**config.mk**
```make
export PLATFORM = sky130hd
export DESIGN_NAME = booth_mult_seq
export DESIGN_NICKNAME = d
export VERILOG_FILES = /design/src/rtl/multdiv_pkg.sv /design/src/rtl/booth_addsub33.sv /design/src/rtl/booth_mult_seq.sv
export SDC_FILE = /design/constraint.sdc
export NUM_CORES = 1
export LEC_CHECK = 0
export BUFFER_PORTS_ARGS = -buffer_cell sky130_fd_sc_hd__buf_2
export CAP_MARGIN = 30
export CORE_UTILIZATION = 40
export DETAILED_ROUTE_END_ITERATION = 10
export SYNTH_ARGS = -nofsm -noshare
export SYNTH_HDL_FRONTEND = slang
export SYNTH_SLANG_ARGS = --single-unit
```
**constraint.sdc**
```tcl
create_clock -name clock -period 4.2 [get_ports clock]
set_clock_uncertainty 0.15 [all_clocks]
set_input_delay 0.42 -clock clock [delete_from_list [all_inputs] [get_ports clock]]
set_output_delay 0.42 -clock clock [all_outputs]
set_load 0.01 [all_outputs]
```
**src/rtl/multdiv_pkg.sv**
```systemverilog
// multdiv_pkg: shared state, Booth op codes and default width for the multdiv unit
package multdiv_pkg;
  localparam int MULT_WIDTH = 32;
  typedef enum logic [1:0] {ST_IDLE, ST_RUN, ST_DONE} state_t;
  typedef enum logic [1:0] {BOOTH_NOP, BOOTH_ADD, BOOTH_SUB} booth_op_t;
  function automatic booth_op_t booth_decode(input logic q0, input logic qm1);
    return (q0 == qm1) ? BOOTH_NOP : (q0 ? BOOTH_SUB : BOOTH_ADD);
  endfunction
endpackage

```
**src/rtl/booth_addsub33.sv**
```systemverilog
// booth_addsub33: combinational add/subtract, subtraction as invert-plus-carry-in
module booth_addsub33 #(
  parameter int W = 33
) (
  input  logic [W-1:0] a,
  input  logic [W-1:0] b,
  input  logic         sub,
  output logic [W-1:0] sum
);
  assign sum = a + (b ^ {W{sub}}) + W'(sub);
endmodule

```
**src/rtl/booth_mult_seq.sv**
```systemverilog
// booth_mult_seq: sequential radix-2 Booth signed multiplier, low WIDTH product bits plus overflow flag
module booth_mult_seq
  import multdiv_pkg::*;
#(
  parameter int WIDTH = MULT_WIDTH,
  parameter int CNT_W = 6
) (
  input  logic             clock,
  input  logic             reset,
  input  logic             ctrl_mult,
  input  logic [WIDTH-1:0] data_operandA,
  input  logic [WIDTH-1:0] data_operandB,
  output logic [WIDTH-1:0] data_result,
  output logic             data_exception,
  output logic             data_resultRDY,
  output logic             busy
);
  state_t           state;
  booth_op_t        op;
  logic [WIDTH:0]   acc, m, sum, acc_n, acc_s;
  logic [WIDTH-1:0] q, q_s;
  logic             qm1, last;
  logic [CNT_W-1:0] cnt;
  assign op = booth_decode(q[0], qm1);
  booth_addsub33 #(.W(WIDTH + 1)) u_addsub (
    .a   (acc),
    .b   (m),
    .sub (op == BOOTH_SUB),
    .sum (sum)
  );
  // one extra accumulator bit keeps -M exact for the most negative multiplicand
  assign acc_n = (op == BOOTH_NOP) ? acc : sum;
  assign acc_s = {acc_n[WIDTH], acc_n[WIDTH:1]};
  assign q_s   = {acc_n[0], q[WIDTH-1:1]};
  assign last  = cnt == CNT_W'(WIDTH - 1);
  always_ff @(posedge clock) begin
    if (reset) begin
      state          <= ST_IDLE;
      acc            <= '0;
      m              <= '0;
      q              <= '0;
      qm1            <= 1'b0;
      cnt            <= '0;
      data_result    <= '0;
      data_exception <= 1'b0;
      data_resultRDY <= 1'b0;
      busy           <= 1'b0;
    end else begin
      data_resultRDY <= 1'b0;
      if (ctrl_mult) begin
        state <= ST_RUN;
        m     <= {data_operandA[WIDTH-1], data_operandA};
        acc   <= '0;
        q     <= data_operandB;
        qm1   <= 1'b0;
        cnt   <= '0;
        busy  <= 1'b1;
      end else if (state == ST_RUN) begin
        acc <= acc_s;
        q   <= q_s;
        qm1 <= q[0];
        cnt <= cnt + CNT_W'(1);
        if (last) begin
          state          <= ST_DONE;
          data_result    <= q_s;
          // product fits only if the upper word is pure sign extension of the lower
          data_exception <= acc_s[WIDTH-1:0] != {WIDTH{q_s[WIDTH-1]}};
          data_resultRDY <= 1'b1;
          busy           <= 1'b0;
        end
      end else begin
        state <= ST_IDLE;
      end
    end
  end
endmodule
```
Word level (Yosys, flattened, before mapping)
Cells that the tools add are included.

Bitwise gates (word level): 3. Equal/unequal tests: 6. Reduce and logical (&&, ||, !) cells: 7. Multiplexer cells: 12. Add/subtract/negate cells: 3.

Operators with widths (number): $mux W32 (2); $add A33 B1 Y33 (1); $add A33 B33 Y33 (1); $mux W33 (1); $xor A33 B33 Y33 (1); $ne A32 B32 Y1 (1); $mux W1 (7); $add A6 B1 Y6 const B (1); $eq A6 B5 Y1 const B (1); $mux W2 (2); $reduce_bool A2 Y1 (2); $ne A3 B3 Y1 const B (1); $reduce_and A3 Y1 (1); $reduce_or A3 Y1 (1); $eq A2 B1 Y1 const B (1); $eq A2 B2 Y1 const B (1); $logic_not A2 Y1 (1); $not A1 Y1 (2); $reduce_and A2 Y1 (1); $reduce_or A2 Y1 (1); $eq A1 B1 Y1 (1).

Output and inout bits: 35. Register bits: 140. Bits of input ports: 67. Logic and storage cells: 42.

Logic depth before layout (Yosys ltp)
Depth after elaboration: 9. Gate-level depth with buffers: 18. Mapped depth without buffers: 16.

By module
A second synthesis with hierarchy kept.

Cells, all modules: 937. Area, all modules: 7753.7 um2.

Modules (own cells, without submodules): booth_mult_seq (area each 5731.7 um2, instances 1, cells each 645, sequential area each 2802.7 um2); booth_addsub33 (area each 2021.9 um2, instances 1, cells each 292, sequential area each 0.0 um2).

Worst setup path after synthesis
No wires, ideal clock.

Path type: flip-flop to flip-flop. Start: reg q[0]. End: reg data_exception. Slack: 0.057 ns. Stages on the path, launching flop included: 17. Library setup time: 0.132 ns. Required time: 3.918 ns. Path buffers: 2. Data arrival time: 3.861 ns. Period minus slack after synthesis: 4.143 ns. Cell sequence: dfxtp_1 ha_1 clkbuf_1 clkbuf_1 xor2_1 ha_1 nor2b_1 o311ai_2 a21oi_1 a21bo_2 o21ai_2 mux2_4 or3_1 mux2i_1 o211ai_1 a2111oi_2 a211oi_1.

Word-level cells in the longest chain between the ends: 8. Elaborated cells on any way between the ends: 10. Classes of those cells: add/sub (2); eq/ne (3); mux (3); bitwise (1); reduce/logical (1).

RTL lines: start, declared (line booth_mult_seq.sv:21) `logic [WIDTH-1:0] q, q_s;`; start signal, assigned (line booth_mult_seq.sv:54) `q <= data_operandB;`; start signal, assigned (line booth_mult_seq.sv:60) `q <= q_s;`; $mux W2 or $eq A1 B1 Y1 (tied branches) (line multdiv_pkg.sv:7) `return (q0 == qm1) ? BOOTH_NOP : (q0 ? BOOTH_SUB : BOOTH_ADD);`; $mux W2 * (line multdiv_pkg.sv:7); $eq A2 B2 Y1 (line booth_mult_seq.sv:28) `.sub (op == BOOTH_SUB),`; $xor A33 B33 Y33 (line booth_addsub33.sv:10) `assign sum = a + (b ^ {W{sub}}) + W'(sub);`; $add A33 B33 Y33 (line booth_addsub33.sv:10); $add A33 B1 Y33 (line booth_addsub33.sv:10); $mux W33 * (line booth_mult_seq.sv:32) `assign acc_n = (op == BOOTH_NOP) ? acc : sum;`; $ne A32 B32 Y1 * (line booth_mult_seq.sv:67) `data_exception <= acc_s[WIDTH-1:0] != {WIDTH{q_s[WIDTH-1]}};`; end signal, assigned (line booth_mult_seq.sv:67); end, declared (line booth_mult_seq.sv:14) `output logic data_exception,`.

Mark *: on every way between the ends. The rest lies on a longest branch, timed or not. A chain may end at the register's enable or synchronous reset.

Final worst setup path
Start: reg qm1. End: reg data_exception.

Word-level cells in the longest chain between the ends: 8. Elaborated cells on any way between the ends: 9. Classes of those cells: add/sub (2); eq/ne (3); mux (2); bitwise (1); reduce/logical (1).

RTL lines: start, declared (line booth_mult_seq.sv:22) `logic qm1, last;`; start signal, assigned (line booth_mult_seq.sv:61) `qm1 <= q[0];`; $eq A1 B1 Y1 * (line multdiv_pkg.sv:7); $mux W2 * (line multdiv_pkg.sv:7); $eq A2 B2 Y1 (line booth_mult_seq.sv:28); $xor A33 B33 Y33 (line booth_addsub33.sv:10); $add A33 B33 Y33 (line booth_addsub33.sv:10); $add A33 B1 Y33 (line booth_addsub33.sv:10); $mux W33 * (line booth_mult_seq.sv:32); $ne A32 B32 Y1 * (line booth_mult_seq.sv:67).

Marked as above.

==> results.toml <==
[synthesis]
synth-compound-area-share = 0.198
synthMuxAreaShare = 0.0579
avgSynthCellArea_sq_um = 7.54
synth-edff-count = 0
synth_area_sq_mm = 0.00793
synth_fa_ha_area_frac = 0.0546
synth_seq_area_share = 0.353
yosys_register_bits = 140
synth-warning-count = 0
synth_xor_area_frac = 0.0629
netlist-cell-type-count = 62
synth_simple_gate_area_share = 0.233
synth_flop_cell = "dfxtp_1"
synthArstFlopShare = 0
synth_top_family_by_area = "simple AND/OR/NAND/NOR gates"
synth_fp_nets = 1153
synthCells = 1052

[layout]
final_common_cell = "nand2_1"
fillers = 1916
regArea_sq_mm = 0.00281
finalNonFillerCells = 1407
multi_input_area_sq_mm = 0.00502
layout-drive-gt1-share = 0.197
final_cell_mix = "nand2_1, nor2_1, dfxtp_1, a21oi_1, buf_2"
final_nets = 1230
num_antenna_cells = 0
syn_to_final_growth_pct = 20.9

[global_routing]
grt_pass1_vias = 6864
grt_max_degree = 71
grt-ovfl-total = 0
grt_pass1_wl_mm = 34.4
antenna_found_initial = 0
grt_usage = 0.211

[place]
port_buffers = 101
hpwl_mm = 14.2
place.gp.congestion = 0.887
place_ws_ns = -0.0694
dp.cells = 1367

[power_and_ir_drop]
power.leakage_nw = 3.98
p_total_mw = 3.59
pwr_density_cell_mw_per_mm2 = 374
vdd.ir_drop.worst_mv = 0.297

[worst_setup_path]
crit_path_end = "data_exception"
crit_start = "qm1"
critical_path_class = "flop to flop"
critPathRequiredTime_ns = 4.34
critPathLaunchType = "flop"
cp_max_fo = 10
ff2ff_path_depth = 17
worstPathArrival_ns = 4.14
reg2reg_to = "data_exception"
endpoint_kind = "flop"
reg2reg_from = "qm1"
rrSetupSlack_ns = 0.20

[floorplanning]
die_x_um = 143
rows = 51
coreArea_sq_mm = 0.0195
initial_core_util = 0.408
fp.dieH_um = 143
ios = 102
die-area_sq_mm = 0.0204

[drt]
viasPerCell = 5.31
dr.pass1.iters = 5
wl_mm = 21.2
vias = 7476
drc = 0
wire_per_inst_um = 15.1
drt_iter0_markers = 600
drtAntennaViolNets = 0

[outcome]
outcome = "completed"

[min_path]
min-delay-path-class = "primary input to flop"
hold_start = "data_operandB[6]"
holdPathStages = 3

[sta]
finalMaxSlewViolations = 0
tightest_slew_ns = 0.853
hold_viol_final = 0
holdWs_ns = 0.0662
fin_crit_ns = 4.00
grt_setup_unrepaired = "false"
setup_slack_ns = 0.200
setup_viol = 0
finalCritPeriodShare = 0.952
setup_tns_ns = 0
timing.slew.headroom = 0.431
fmax_mhz = 250

[clocking]
cts_inserted_buffers = 17
numClockSinks = 140
clock-root-buffer = "clkbuf_16"
cts_tree = "built"
htreeDepth = 4
clkLatencyLatePin_ns = 0.43
clk_pin_slew_ns = 0.07
cts_buffer_depth = 2
holdBufCountCts = 0

[job]
cap_violations = 0
[cell families after synthesis]
logic type,after synthesis
compound gates,266
buf+inv,81
simple gates,429
mux,45
fa+ha+maj,34
xor+xnor,57
flops,140
[report_power, final]
part	total (mW)	internal [mW]	switching, mW
sequential	1.41	1.38	0.0381
clock	1.59	0.907	0.681
combinational	0.588	0.236	0.352
total	3.59	2.52	1.07
[flip-flops by register name, summed over array words and instances (netlist names)]
name            cells
acc                32
state               2
m                  32
cnt                 6
busy                1
data_resultRDY      1
qm1                 1
data_exception      1
data_result        32
q                  32
[cell usage after synthesis (8+ instances only)]
library cell / n / area [sq um]
nand2_1: 188 / 706
nor2_1: 145 / 544
a21oi_1: 144 / 721
dfxtp_1: 140 / 2800
clkbuf_1: 56 / 210
xor2_1: 45 / 394
mux2i_1: 41 / 410
o21ai_0: 41 / 205
ha_1: 33 / 413
nor3_1: 28 / 140
a211oi_1: 20 / 150
nand4_1: 17 / 106
buf_2: 12 / 60.1
xnor2_1: 12 / 105
nand3_1: 9 / 45.0
nor2b_1: 8 / 50.1
o21a_1: 8 / 60.1
[metal layers]
layer,vias to the layer above,GRT usage,wire (um)
met5,-,0,0
met4,0,0.0736,346
met3,25,0.0325,893
met2,197,0.347,10100
met1,3461,0.279,9940
li1,3793,-,-
[through the flow]
stage | utilization | instance area, sq um
2_1_floorplan | - | 7930
6_report | 0.493 | 9590
4_1_cts | 0.479 | 9330
3_3_place_gp | 0.446 | 8690
5_1_grt | 0.493 | 9590
3_5_place_dp | 0.446 | 8690
[timing repair]
item / 4_1_cts / 5_1_grt
pin swaps: 1 / 18
buffers inserted: 1 / 6
setup endpoints to repair: 1 / 1
cloned: 0 / 1
gates resized for setup: 3 / 54
[worst min-delay path by stage]
stage,endpoint,slack (ns)
global placement,data_result[1],0.29
floorplan,qm1,0.29
global route,q[9],0.07
CTS,q[6],0.06
finish,q[6],0.07
detailed placement,data_result[15],0.29
[area by class of cell]
class / instances / share of cell area
clock buffers: 17 / 0.0443
clock inverters: 15 / 0.0203
inverters: 7 / 0.00274
multi-input cells: 831 / 0.523
flip-flops and latches: 140 / 0.292
well taps: 265 / 0.0346
repair buffers: 132 / 0.0823
[critical path, cell delays in order, from the launching register on]
cell       delay, ns
dfxtp_2         0.32
inv_1           0.05
ha_4            0.20
buf_12          0.16
xor2_1          0.14
ha_1            0.41
nand4_1         0.19
o21ba_2         0.29
a211o_1         0.20
nand4_1         0.25
buf_4           0.22
a21oi_1         0.17
nor2b_1         0.08
xor2_1          0.14
o21ai_1         0.27
mux2i_1         0.16
a2111oi_2       0.34
a211oi_1        0.11
Power figures use the tool's default switching activity.
